## src/rtl/shift_seq_if.sv

```systemverilog
// shift_seq_if: request/result bundle between a shift requester and the shift_seq engine.
interface shift_seq_if #(
  parameter int OPSIZE = 2,
  parameter int DSIZE  = 16,
  parameter int CSIZE  = 4
);
  logic              start;
  logic [OPSIZE-1:0] op;
  logic              inv;
  logic [CSIZE-1:0]  amt;
  logic [DSIZE-1:0]  data_in;
  logic              busy;
  logic              done;
  logic [DSIZE-1:0]  f;
  modport master (output start, op, inv, amt, data_in, input busy, done, f);
  modport slave  (input start, op, inv, amt, data_in, output busy, done, f);
endinterface

```

## src/rtl/shift_seq.sv

```systemverilog
// shift_seq: iterative shift/rotate engine applying one 1-bit SRL/SLL/ROR/ROL step per clock.
module shift_seq #(
  parameter int OPSIZE = 2,
  parameter int DSIZE  = 16,
  parameter int CSIZE  = 4
) (
  input  logic clk,
  input  logic rst_n,
  shift_seq_if.slave bus
);
  typedef enum logic [1:0] {IDLE, SHIFT, DONE} state_t;
  state_t            state, state_nx;
  logic [DSIZE-1:0]  f, f_nx;
  logic [CSIZE-1:0]  cnt, cnt_nx;
  logic [OPSIZE-1:0] eop, eop_nx;
  function automatic logic [DSIZE-1:0] step(input logic [DSIZE-1:0] x, input logic [OPSIZE-1:0] e);
    return e[1] ? (e[0] ? {x[DSIZE-2:0], x[DSIZE-1]} : {x[0], x[DSIZE-1:1]})
                : (e[0] ? x << 1 : x >> 1);
  endfunction
  always_ff @(posedge clk or negedge rst_n)
    if (!rst_n) begin
      state <= IDLE;
      f     <= '0;
      cnt   <= '0;
      eop   <= '0;
    end else begin
      state <= state_nx;
      f     <= f_nx;
      cnt   <= cnt_nx;
      eop   <= eop_nx;
    end
  // inv flips the left/right bit so the same op code undoes a previous result
  always_comb begin
    state_nx = state;
    f_nx     = f;
    cnt_nx   = cnt;
    eop_nx   = eop;
    case (state)
      IDLE:
        if (bus.start) begin
          f_nx     = bus.data_in;
          cnt_nx   = bus.amt;
          eop_nx   = bus.op ^ OPSIZE'(bus.inv);
          state_nx = (bus.amt == '0) ? DONE : SHIFT;
        end
      SHIFT: begin
        f_nx     = step(f, eop);
        cnt_nx   = cnt - CSIZE'(1);
        state_nx = (cnt == CSIZE'(1)) ? DONE : SHIFT;
      end
      default: state_nx = IDLE;
    endcase
  end
  assign bus.busy = (state == SHIFT);
  assign bus.done = (state == DONE);
  assign bus.f    = f;
endmodule

```

## src/flat_wrapper.sv

```systemverilog
// flat-port wrapper written by rule: the top's interface ports become plain ports
module shift_seq_flat 
#(
  parameter int OPSIZE = 2,
  parameter int DSIZE  = 16,
  parameter int CSIZE  = 4
)
  (clk, rst_n, bus_start, bus_op, bus_inv, bus_amt, bus_data_in, bus_busy, bus_done, bus_f);
  shift_seq_if #(.OPSIZE(OPSIZE), .DSIZE(DSIZE), .CSIZE(CSIZE)) bus_i ();
  input  logic clk;
  input  logic rst_n;
  input wire logic [$bits(bus_i.start)-1:0] bus_start;
  input wire logic [$bits(bus_i.op)-1:0] bus_op;
  input wire logic [$bits(bus_i.inv)-1:0] bus_inv;
  input wire logic [$bits(bus_i.amt)-1:0] bus_amt;
  input wire logic [$bits(bus_i.data_in)-1:0] bus_data_in;
  output wire logic [$bits(bus_i.busy)-1:0] bus_busy;
  output wire logic [$bits(bus_i.done)-1:0] bus_done;
  output wire logic [$bits(bus_i.f)-1:0] bus_f;
  assign bus_i.start = bus_start;
  assign bus_i.op = bus_op;
  assign bus_i.inv = bus_inv;
  assign bus_i.amt = bus_amt;
  assign bus_i.data_in = bus_data_in;
  assign bus_busy = bus_i.busy;
  assign bus_done = bus_i.done;
  assign bus_f = bus_i.f;
  shift_seq #(.OPSIZE(OPSIZE), .DSIZE(DSIZE), .CSIZE(CSIZE)) u_core (.clk(clk), .rst_n(rst_n), .bus(bus_i));
endmodule
```

## config.mk

```make
export PLATFORM = sky130hd
export DESIGN_NAME = shift_seq_flat
export DESIGN_NICKNAME = d
export VERILOG_FILES = /design/src/rtl/shift_seq_if.sv /design/src/rtl/shift_seq.sv /design/src/flat_wrapper.sv
export SDC_FILE = /design/constraint.sdc
export NUM_CORES = 1
export LEC_CHECK = 0
export CAP_MARGIN = 20
export CORE_ASPECT_RATIO = 2
export CORE_MARGIN = 4
export CORE_UTILIZATION = 46
export CTS_CLUSTER_DIAMETER = 120
export DETAILED_ROUTE_END_ITERATION = 7
export MAX_ROUTING_LAYER = met4
export PLACE_DENSITY = 0.77
export SYNTH_ARGS = -nofsm -noshare
export SYNTH_HDL_FRONTEND = slang
export SYNTH_SLANG_ARGS = --single-unit
```

## constraint.sdc

```tcl
create_clock -name clk -period 1.83 [get_ports clk]
set_input_delay 0.2745 -clock clk [delete_from_list [all_inputs] [get_ports clk]]
set_output_delay 0.2745 -clock clk [all_outputs]
set_load 0.02 [all_outputs]
```

Word level (Yosys, flattened, before mapping)
Cells that the tools add are included.
W data, S select, Z words.

storage, ports and cells
  register bits after elaboration = 24
  input bits = 26
  output and inout bits = 18
  word-level logic and storage cells = 26

cells by class
  $add $sub $neg = 1
  eq/ne operators = 4
  muxes and demuxes = 11
  bitwise logic cells = 1
  reductions and logical operators = 5

operator list
  kind                   count
  $mux W16               4
  $pmux W16 S2           1
  $pmux W4 S2            1
  $mux W2                3
  $eq A4 B1 Y1 const B   1
  $logic_not A4 Y1       1
  $mux W4                1
  $pmux W2 S2            1
  $reduce_and A2 Y1      2
  $sub A4 B1 Y4 const B  1
  $eq A2 B1 Y1 const B   1
  $eq A2 B2 Y1 const B   1
  $logic_not A2 Y1       1
  $ne A2 B2 Y1 const B   1
  $reduce_bool A2 Y1     1
  $xor A2 B1 Y2          1

Logic depth before layout (Yosys ltp)
  depth after elaboration = 4
  gate-level depth with buffers = 5
  mapped depth without buffers = 5

Least setup slack after synthesis
OpenSTA, ideal clock, no wires.

  path type = reg-to-reg
  from = reg u_core.state[0]
  to = reg u_core.eop[1]
  arrival = 1.181 ns
  required time = 1.705 ns
  path slack = 0.524 ns
  stages on the path, launching flop included = 4
  clock period less this slack = 1.306 ns
  cell sequence = dfrtp_1 buf_4 nor3b_4 mux2_2

on the way
  cells in the longest elaborated chain, start to end = 2

ends and longest elaborated chain
  what                         RTL line         source
  from (decl)                  shift_seq.sv:12  state_t state, state_nx;
  from (signal assigned)       shift_seq.sv:27  state <= state_nx;
  $logic_not A2 Y1             shift_seq.sv:38  case (state)
  $reduce_and A2 Y1 (no line)  n/a
  to (signal assigned)         shift_seq.sv:30  eop <= eop_nx;
  to (decl)                    shift_seq.sv:15  logic [OPSIZE-1:0] eop, eop_nx;

No other way between the ends.
A chain may end at the register's enable or synchronous reset.

Worst setup path after layout
  from = reg u_core.state[0]
  to = out bus_done

on the way
  cells in the longest elaborated chain, start to end = 1

ends and longest elaborated chain
  what          RTL line            source
  $eq A2 B2 Y1  shift_seq.sv:55     assign bus.done = (state == DONE);
  to (decl)     flat_wrapper.sv:18  output wire logic [$bits(bus_i.done)-1:0] bus_done;

No other way between the ends.

==> summary.md <==
| Metric | Value |
|---|---|
| CP arrival | `1.42 ns` |
| DR pass1 iterations | `4` |
| FILL cells | `223` |
| # hold bufs at CTS | `0` |
| Internal power of the cells | `1.83 mW` |
| Ant. Diodes | `0` |
| Root buf cell | `clkbuf_8` |
| Multi-input logic area | `673 um^2` |
| Worst endpoint required time | `1.56 ns` |
| Initial antenna violation count | `0` |
| Layout cells sized above 1 | `13.2%` |
| H-tree Lvls | `1` |
| Mux contribution to synthesized area | `12.5%` |
| Synthesized area per cell | `10.9 um^2` |
| Netlist cell types | `33` |
| LEAKAGE | `0.824 nW` |
| Post-Synth Adder-Cell Area | `1.82%` |
| Fin. Hold Viols | `0` |
| Setup CP Type | `flop to output port` |
| Yosys warning total | `0` |
| Fin Clk Skew | `0.00228 ns` |
| Syn nets | `154` |
| Fmax | `589 MHz` |
| Setup crit end | `bus_done` |
| P per Cell Area | `1620 mW/mm^2` |
| Row cnt | `27` |
| Post-DP HPWL | `2.85 mm` |
| CTS tree | `done` |
| RSZ-0062 raised after global routing | `no` |
| Type of origin of the critical path | `flop` |
| DRT antenna net count | `0` |
| Vias in the first global route | `1285` |
| Post-synthesis xor/xnor area fraction | `0.638%` |
| Die W | `46.6 um` |
| Area Growth Syn to Fin | `38.4%` |
| Outcome | `finished, final reports clean` |
| Layout Nets | `204` |
| Worst-Margin Slew | `0.315 ns` |
| Slew Limit Fails | `0` |
| Clk slew on worst S/H paths | `0.08 ns` |
| Cts repair resizes | `0` |
| Sequential share of power | `33.8%` |
| Final RePlAce weighted congestion | `0.779` |
| Routed vias | `1226` |
| Sw Share | `40.7%` |
| Main combinational cell family by area after synthesis | `compound AO/OA/AOI/OAI gates` |
| Fin crit share | `92.7%` |
| Gate Count Post-Synth | `126` |
| Remaining Overflow, GRT | `0` |
| Starting Density | `49.0%` |
| Sequential share of the synthesized area | `43.7%` |
| Max Cap Violations | `0` |
| CTS Buf Count | `3` |
| 1st-iter DRT viols | `19` |
| R2R cell count | `4` |
| Num ports | `44` |
| Crit Reg-Reg Startpoint | `u_core.state[1]$_DFFE_PN0P_` |
| CP Launch Point | `u_core.state[0]$_DFFE_PN0P_` |
| Core ar. | `0.00280 mm^2` |
| Final setup TNS | `0 ns` |
| Post-route DRC | `0` |
| Post-synthesis compound-gate area fraction | `21.0%` |
| Type of destination of the critical path | `output port` |
| Peak supply drop | `0.857 mV` |
| Reg2reg end | `u_core.bus.f[1]$_DFFE_PN0P_` |
| Wire per inst | `17.5 um` |
| Clock network power share | `9.9%` |
| Total track usage | `19.9%` |
| Commonest non-fill, non-tap cells in the layout | `clkdlybuf4s50_1 (42), dfrtp_1 (24), nor2_1 (17), mux2i_1 (16), buf_4 (10)` |
| Most common cell after layout, fill and taps aside | `clkdlybuf4s50_1` |
| Setup Viol. Count Final | `0` |
| Die height | `85.3 um` |
| P_sw | `1.26 mW` |
| Worst hold path type | `input pin to asynchronous set/reset pin` |
| FF+latch area | `601 um^2` |
| #FFs+latches synth | `24` |
| Largest net degree at the start of global routing | `25` |
| Clk sink count | `24` |
| Die Area | `0.00398 mm^2` |
| Combinational power share | `56.3%` |
| Vias per inst | `6.04` |
| Final wirelength | `3.55 mm` |
| Final core utilization | `67.8%` |
| Max FO, Critical Path | `3` |
| Flop2flop setup slack | `0.41 ns` |
| Mapped Area | `0.00137 mm^2` |
| First-pass GRT wire length | `5.78 mm` |
| Worst slew margin | `78.8%` |
| Port Buffer Count | `43` |
| Setup bufs post-CTS | `0` |
| Fin crit period | `1.70 ns` |
| Clock Path Buffers | `2` |
| Post-Synth Simple-Gate Area | `13.0%` |
| Total design power | `3.09 mW` |
| Worst skew pair latency | `0.26 ns` |
[cell type report]
| class | count | share of cell area (%) |
|---|---|---|
| Tap cell | 29 | 1.91 |
| Inverter | 6 | 1.18 |
| Sequential cell | 24 | 31.6 |
| Multi-Input combinational cell | 87 | 35.4 |
| Clock buffer | 3 | 2.17 |
| Timing Repair Buffer | 54 | 27.8 |
[cells by family (layout without fill, tap and decap cells)]
logic type / after synthesis / after routing
and+or+nand+nor: 33 / 33
buffers and inverters: 15 / 63
xor gates and xnor gates: 1 / 1
adders and majority gates: 2 / 2
muxes: 17 / 17
AOI/OAI and AO/OA: 34 / 34
DFF: 24 / 24
[worst max-delay path, stage by stage, from the launching register on]
cell,delay (ns)
dfrtp_1,0.41
nor2b_1,0.12
clkdlybuf4s50_1,0.63
[flip-flops by register name, indices dropped and copies added, names as in the netlist]
name	flops
u_core.bus.f	16
u_core.cnt	4
u_core.state	2
u_core.eop	2
[per-stage QoR]
| stage | area, um^2 | instances | hold WS [ns] | worst slack [ns] |
|---|---|---|---|---|
| finish | 1900 | 203 | 0.365 | 0.133 |
| floorplan | 1370 | 126 | -0.0211 | 0.524 |
| global route | 1900 | 203 | 0.383 | 0.0825 |
| detailed placement | 1860 | 200 | 0.515 | 0.121 |
| CTS | 1900 | 203 | 0.380 | 0.00126 |
| global placement | 1860 | 200 | 0.500 | 0.177 |
[power groups by stage]
stage / clock network (mW) / registers, mW / logic, mW
finish: 0.305 / 1.04 / 1.74
CTS: 0.311 / 1.04 / 1.76
floorplan: 0 / 1.14 / 1.00
detailed placement: 0 / 1.05 / 1.76
global placement: 0 / 1.04 / 1.69
global route: 0.336 / 1.08 / 1.90
[Yosys cell counts]
cell / n / area, um^2
mux2_2: 1 / 11.3
buf_2: 2 / 10.0
a31oi_1: 1 / 6.26
a21bo_2: 1 / 10.0
o21ai_0: 1 / 5.00
o21a_1: 1 / 7.51
nor4_1: 1 / 6.26
nor2b_1: 4 / 25.0
xor2_1: 1 / 8.76
nand2b_2: 1 / 8.76
mux2i_1: 16 / 160
or3_1: 1 / 6.26
nor3b_4: 1 / 18.8
nand2b_1: 1 / 6.26
o211ai_1: 2 / 15.0
a221o_2: 4 / 45.0
nand4_1: 2 / 12.5
nor3_1: 1 / 5.00
a22oi_1: 1 / 7.51
o22a_1: 3 / 26.3
ha_1: 2 / 25.0
buf_4: 3 / 22.5
nor2_1: 17 / 63.8
dfrtp_1: 24 / 601
buf_6: 4 / 45.0
nand2_1: 1 / 3.75
o21bai_2: 1 / 11.3
a21oi_1: 5 / 25.0
a221o_1: 9 / 90.1
nor3b_1: 3 / 22.5
o21ai_1: 1 / 5.00
inv_1: 6 / 22.5
a32oi_1: 4 / 35.0
[worst min path at each step]
stage	start	depth (start not counted)	slack, ns	end
6_report	rst_n	2	0.37	u_core.bus.f[9]$_DFFE_PN0P_
5_1_grt	rst_n	2	0.38	u_core.bus.f[9]$_DFFE_PN0P_
4_1_cts	rst_n	2	0.38	u_core.bus.f[9]$_DFFE_PN0P_
3_5_place_dp	u_core.cnt[3]$_DFFE_PN0P_	1	0.52	u_core.cnt[3]$_DFFE_PN0P_
3_3_place_gp	u_core.cnt[3]$_DFFE_PN0P_	1	0.50	u_core.cnt[3]$_DFFE_PN0P_
2_1_floorplan	rst_n	0	-0.02	u_core.bus.f[0]$_DFFE_PN0P_
[per-layer routing]
metal,GRT usage (%),share of wire (%)
met5,-,0
met4,6.30,1.4
met3,2.76,5.4
met2,35.8,56
met1,21.1,37
Note: power is estimated with default switching activity, not from simulation.
==> edit 1, RTL diff (same flow settings) <==
`CSIZE` is set to 4 in 3 places; all go to 8.
--- a/src/rtl/shift_seq_if.sv
+++ b/src/rtl/shift_seq_if.sv
@@ -2,7 +2,7 @@
 interface shift_seq_if #(
   parameter int OPSIZE = 2,
   parameter int DSIZE  = 16,
-  parameter int CSIZE  = 4
+  parameter int CSIZE  = 8
 );
   logic              start;
   logic [OPSIZE-1:0] op;
--- a/src/rtl/shift_seq.sv
+++ b/src/rtl/shift_seq.sv
@@ -2,7 +2,7 @@
 module shift_seq #(
   parameter int OPSIZE = 2,
   parameter int DSIZE  = 16,
-  parameter int CSIZE  = 4
+  parameter int CSIZE  = 8
 ) (
   input  logic clk,
   input  logic rst_n,
--- a/src/flat_wrapper.sv
+++ b/src/flat_wrapper.sv
@@ -3,7 +3,7 @@
 #(
   parameter int OPSIZE = 2,
   parameter int DSIZE  = 16,
-  parameter int CSIZE  = 4
+  parameter int CSIZE  = 8
 )
   (clk, rst_n, bus_start, bus_op, bus_inv, bus_amt, bus_data_in, bus_busy, bus_done, bus_f);
   shift_seq_if #(.OPSIZE(OPSIZE), .DSIZE(DSIZE), .CSIZE(CSIZE)) bus_i ();
Interface: changed (resized bus_amt); port bits go from 44 to 48. The function was not compared with the original's and may differ.
==> edit 1 against the original RTL <==
- hold slack better by 15 ps
- non-clock buffer count up 5
- worst setup slack better by 110 ps
- area after synthesis up 19%
- critical path type unchanged
- sequential power up 19%
- count of clock-buffer cells in the layout unchanged
- total power up 13%
- wire length up 25%
- via count up 28%
- register-to-register slack worse by 140 ps
- design area up 17%
- sequential cell count up 4
==> edit 1: results (changes against the original RTL) <==
Post-CTS Resized: 1 (was 0)
Vias: 1573 (was 1226)
Netlist cell types: 39 (was 33)
Reg2Reg Depth: 3 (was 4)
post-synthesis sequential area ratio: 42.8% (was 43.7%)
Worst Path Arrival: 1320 ps (was 1420 ps)
outcome: finished, final reports clean (unchanged)
fin nets: 252 (was 204)
Slew headroom: 69.9% (was 78.8%)
top flop regs: u_core.bus.f x16, u_core.cnt x8 (was u_core.bus.f x16, u_core.cnt x4)
number of global-route vias before repair: 1537 (was 1285)
Worst R2R Start: u_core.cnt[2] (was u_core.state[1])
Max IR drop VDD: 1.05 mV (was 0.857 mV)
share of layout cells above drive strength 1: 16.1% (was 13.2%)
largest net degree at the start of global routing: 29 (was 25)
initial drt markers: 37 (was 19)
worst-path fanout max: 4 (was 3)
synth top area cells: dfrtp_1, mux2_2, a21oi_1 (was dfrtp_1, mux2i_1, a221o_1)
Syn Nets: 200 (was 154)
Post-synth top cells: dfrtp_1, nor2_1, a21oi_1 (was dfrtp_1, nor2_1, mux2i_1)
Clock Skew: 3.31 ps (was 2.28 ps)
total global-route track usage: 20.4% (was 19.9%)
Cell Area, Placed: 2180 um^2 (was 1860 um^2)
post-DP HPWL: 3.41 mm (was 2.85 mm)
IO buf count: 47 (was 43)
DRT Wirelength: 4.44 mm (was 3.55 mm)
Leak: 0.882 nW (was 0.824 nW)
## edit 1: cell families (layout without fill, tap and decap cells)
| kind of cell | count (synthesis) | after routing | synth area share (%) |
|---|---|---|---|
| mux | 15 | 15 | 10.3 |
| buf+inv | 17 | 67 | 5.74 |
| fa+ha+maj | 2 | 2 | 1.53 |
| flops | 28 | 28 | 42.8 |
| compound gates | 61 | 61 | 24.5 |
| xor+xnor | 1 | 1 | 0.536 |
| simple gates | 44 | 44 | 14.5 |
## edit 1: per-stage QoR
step / power (mW) / std cells / hold WS, ps / setup slack [ps] / utilization (%)
floorplan: 2.46 / 168 / -21.1 / 511 / -
global placement: 3.12 / 263 / 524 / 219 / 63.8
detailed placement: 3.19 / 263 / 526 / 182 / 63.8
CTS: 3.50 / 266 / 393 / 45.3 / 65.0
global route: 3.73 / 266 / 410 / 185 / 65.1
finish: 3.49 / 266 / 380 / 240 / 65.1
## edit 1: metal layers
| layer | wire length, um | GRT usage [%] | up-vias |
|---|---|---|---|
| met2 | 2480 | 37.7 | 70 |
| met3 | 296 | 3.22 | 6 |
| met1 | 1610 | 21.6 | 759 |
| li1 | - | - | 738 |
| met4 | 61 | 5.77 | 0 |
| met5 | 0 | - | - |
## edit 1: layout make-up
cell class	instances	area [um^2]
Fill cell	282	1190
Multi-Input combinational cell	123	841
Sequential cell	28	701
Timing Repair Buffer	59	562
Tap cell	48	60.1
Clock buffer	3	41.3
Inverter	5	18.8
## edit 1: worst max-delay path by stage
stage	startpoint	endpoint	slack (ps)	cells past startpoint
detailed placement	bus_start	u_core.cnt[5]	180	5
finish	u_core.bus.f[10]	bus_f[10]	240	1
CTS	u_core.state[0]	bus_done	50	3
global route	u_core.state[0]	u_core.bus.f[0]	190	6
global placement	bus_amt[1]	u_core.state[0]	220	4
floorplan	u_core.eop[0]	u_core.bus.f[10]	510	5
## edit 1: report_power, final
part	leakage, nW	switching, mW	internal (mW)
clock network	0.0216	0.179	0.147
registers	0.319	0.327	0.915
logic	0.541	0.902	1.02
==> edit 2, RTL diff (same settings) <==
Without the edit above. Make the reset (`rst_n`) synchronous in one clocked block.
--- a/src/rtl/shift_seq.sv
+++ b/src/rtl/shift_seq.sv
@@ -17,7 +17,7 @@
     return e[1] ? (e[0] ? {x[DSIZE-2:0], x[DSIZE-1]} : {x[0], x[DSIZE-1:1]})
                 : (e[0] ? x << 1 : x >> 1);
   endfunction
-  always_ff @(posedge clk or negedge rst_n)
+  always_ff @(posedge clk)
     if (!rst_n) begin
       state <= IDLE;
       f     <= '0;
Formal check against the unedited RTL: differs if rst_n is asserted again (counterexample within 4 cycles, from zero or initial values and one cycle with rst_n low); with rst_n held inactive, the same outputs for 10 cycles.
==> edit 2 against the original RTL <==
- sequential share of layout area is 6.0 points lower
- wire length increased by 1.9%
- critical path depth unchanged
- sequential cell count is the same
- hold slack gained 160 ps
- fmax down 0.76%
- area after synthesis about the same
- core utilization down 0.94 points
- design area decreased by 1.4%
- worst setup slack lost 13 ps
- register-to-register slack worse by 80 ps
- highest routed layer unchanged
- first-iteration DRC count is 16% higher
- critical path type unchanged
Power is not compared: it rests on default switching activity, and its combinational part moved more than twofold at a synthesized area within 25%.
==> edit 2: results (changes against the original RTL) <==
Clock Latency Late Sink: 260 ps (about the same)
fin nets: 230 (was 204)
DRT Wirelength: 3.61 mm (was 3.55 mm)
Vias: 1327 (was 1226)
IO buf count: 43 (unchanged)
Largest stage delay, worst path: 600 ps (was 630 ps)
Post-synth top cells: a21oi_1, dfxtp_1, mux2_2, nor2b_1, o21ai_0 (was dfrtp_1, nor2_1, mux2i_1)
Post-CTS Resized: 0 (unchanged)
met1 global-route usage: 23.6% (was 21.1%)
final RePlAce weighted congestion: 0.881 (was 0.779)
first-pass GRT wire length: 6.18 mm (was 5.78 mm)
met3 usage: 1.91% (was 2.76%)
Cell Area, Placed: 1830 um^2 (was 1860 um^2)
Clock Skew: 4.02 ps (was 2.28 ps)
maximum buffer depth of the clock tree: 2 (unchanged)
Syn. warnings: 0 (unchanged)
Crit path max-delay family: buffers and inverters (unchanged)
Post-synth ARST share: 0% (was 100%)
largest family of logic cells by synthesized area: compound AO/OA/AOI/OAI gates (unchanged)
DRT Pass-1 Iters: 4 (unchanged)
post-synthesis sequential area ratio: 34.9% (was 43.7%)
antenna violations before repair: 0 (unchanged)
number of global-route vias before repair: 1405 (was 1285)
Netlist cell types: 35 (was 33)
root buf cell: clkbuf_8 (unchanged)
pre-CTS setup slack: 190 ps (was 121 ps)
slowest stage cell, crit path: clkdlybuf4s50_1 (unchanged)
Max IR drop VDD: 0.519 mV
n_diodes: 0 (unchanged)
met2 Use GR: 33.8% (was 35.8%)
initial drt markers: 22 (was 19)
Slew headroom: 75.8% (was 78.8%)
worst-path fanout max: 6 (was 3)
outcome: finished, final reports clean (unchanged)
Syn Nets: 186 (was 154)
Synth Area in Compound Gates: 25.8% (was 21.0%)
worst hold path class: flop to flop (was primary input to asynchronous set/reset pin)
Clock transition at path regs: 80 ps (about the same)
Leak: 0.738 nW
top flop regs: u_core.bus.f x16, u_core.cnt x4 (unchanged)
H-tree Lvls: 1 (unchanged)
share of layout cells above drive strength 1: 15.5% (was 13.2%)
synth top area cells: dfxtp_1, mux2_2, a21oi_1 (was dfrtp_1, mux2i_1, a221o_1)
XOR/XNOR share of the synthesized area: 0.637% (was 0.638%)
largest net degree at the start of global routing: 38 (was 25)
mux cell area share after synthesis: 12.2% (was 12.5%)
CTS buffer count: 3 (unchanged)
post-DP HPWL: 2.70 mm (was 2.85 mm)
adder-cell area share of the yosys netlist: 1.82% (about the same)
Worst Path Arrival: 1440 ps (was 1420 ps)
postcts setup bufs: 0 (unchanged)
total global-route track usage: 20.9% (was 19.9%)
edit 2: cell count changes after synthesis, sizes merged, moves of 12 or more:
cell and change:
a21oi +25, a221o -13, dfrtp -24, dfxtp +24, mux2 +13, mux2i -15
o21ai +12
edit 2: cell families after synthesis:
| kind of cell | Yosys count |
|---|---|
| muxes | 15 |
| and+or+nand+nor | 43 |
| adders and majority gates | 2 |
| buffers and inverters | 15 |
| xor gates and xnor gates | 1 |
| AOI/OAI and AO/OA | 58 |
| DFF | 24 |
edit 2: final cells by class:
class                   instances  area (um^2)
well taps                      29         36.3
clock buffers                   3         41.3
fillers                       252          928
multi-input cells             119          805
flip-flops and latches         24          480
repair buffers                 50          498
inverters                       4         15.0
edit 2: path summary, 6_finish.rpt:
kind	startpoint	end	slack, ps	cells after the start
worst max-delay path	u_core.state[1]	bus_done	120	2
worst min-delay path	u_core.bus.f[0]	u_core.bus.f[0]	520	2
worst max register to register	u_core.state[0]	u_core.bus.f[15]	330	5
worst min register to register	u_core.bus.f[0]	u_core.bus.f[0]	520	2
edit 2: through the flow:
step	instances	hold slack (ps)
6_report	229	525
3_3_place_gp	226	491
2_1_floorplan	158	422
3_5_place_dp	226	514
4_1_cts	229	526
5_1_grt	229	560
edit 2: per-layer routing:
metal,vias up,share of wire (%),routed length (um)
li1,656,-,-
met1,605,40,1450
met2,53,51,1860
met3,13,4.7,171
met4,0,3.8,138
met5,-,0,0
edit 2: report_power, final:
group / switching, mW / internal (mW) / leakage, nW
logic: 0.253 / 0.275 / 0.517
registers: 0.0602 / 0.583 / 0.199
clock network: 0.167 / 0.147 / 0.0216
edit 2: tightest hold or removal path, delay by kind of cell (launching register included):
kind,cells,cell delay [ps]
flip-flops,1,340
AO/OA/AOI/OAI,1,70
AND/OR/NAND/NOR,1,70
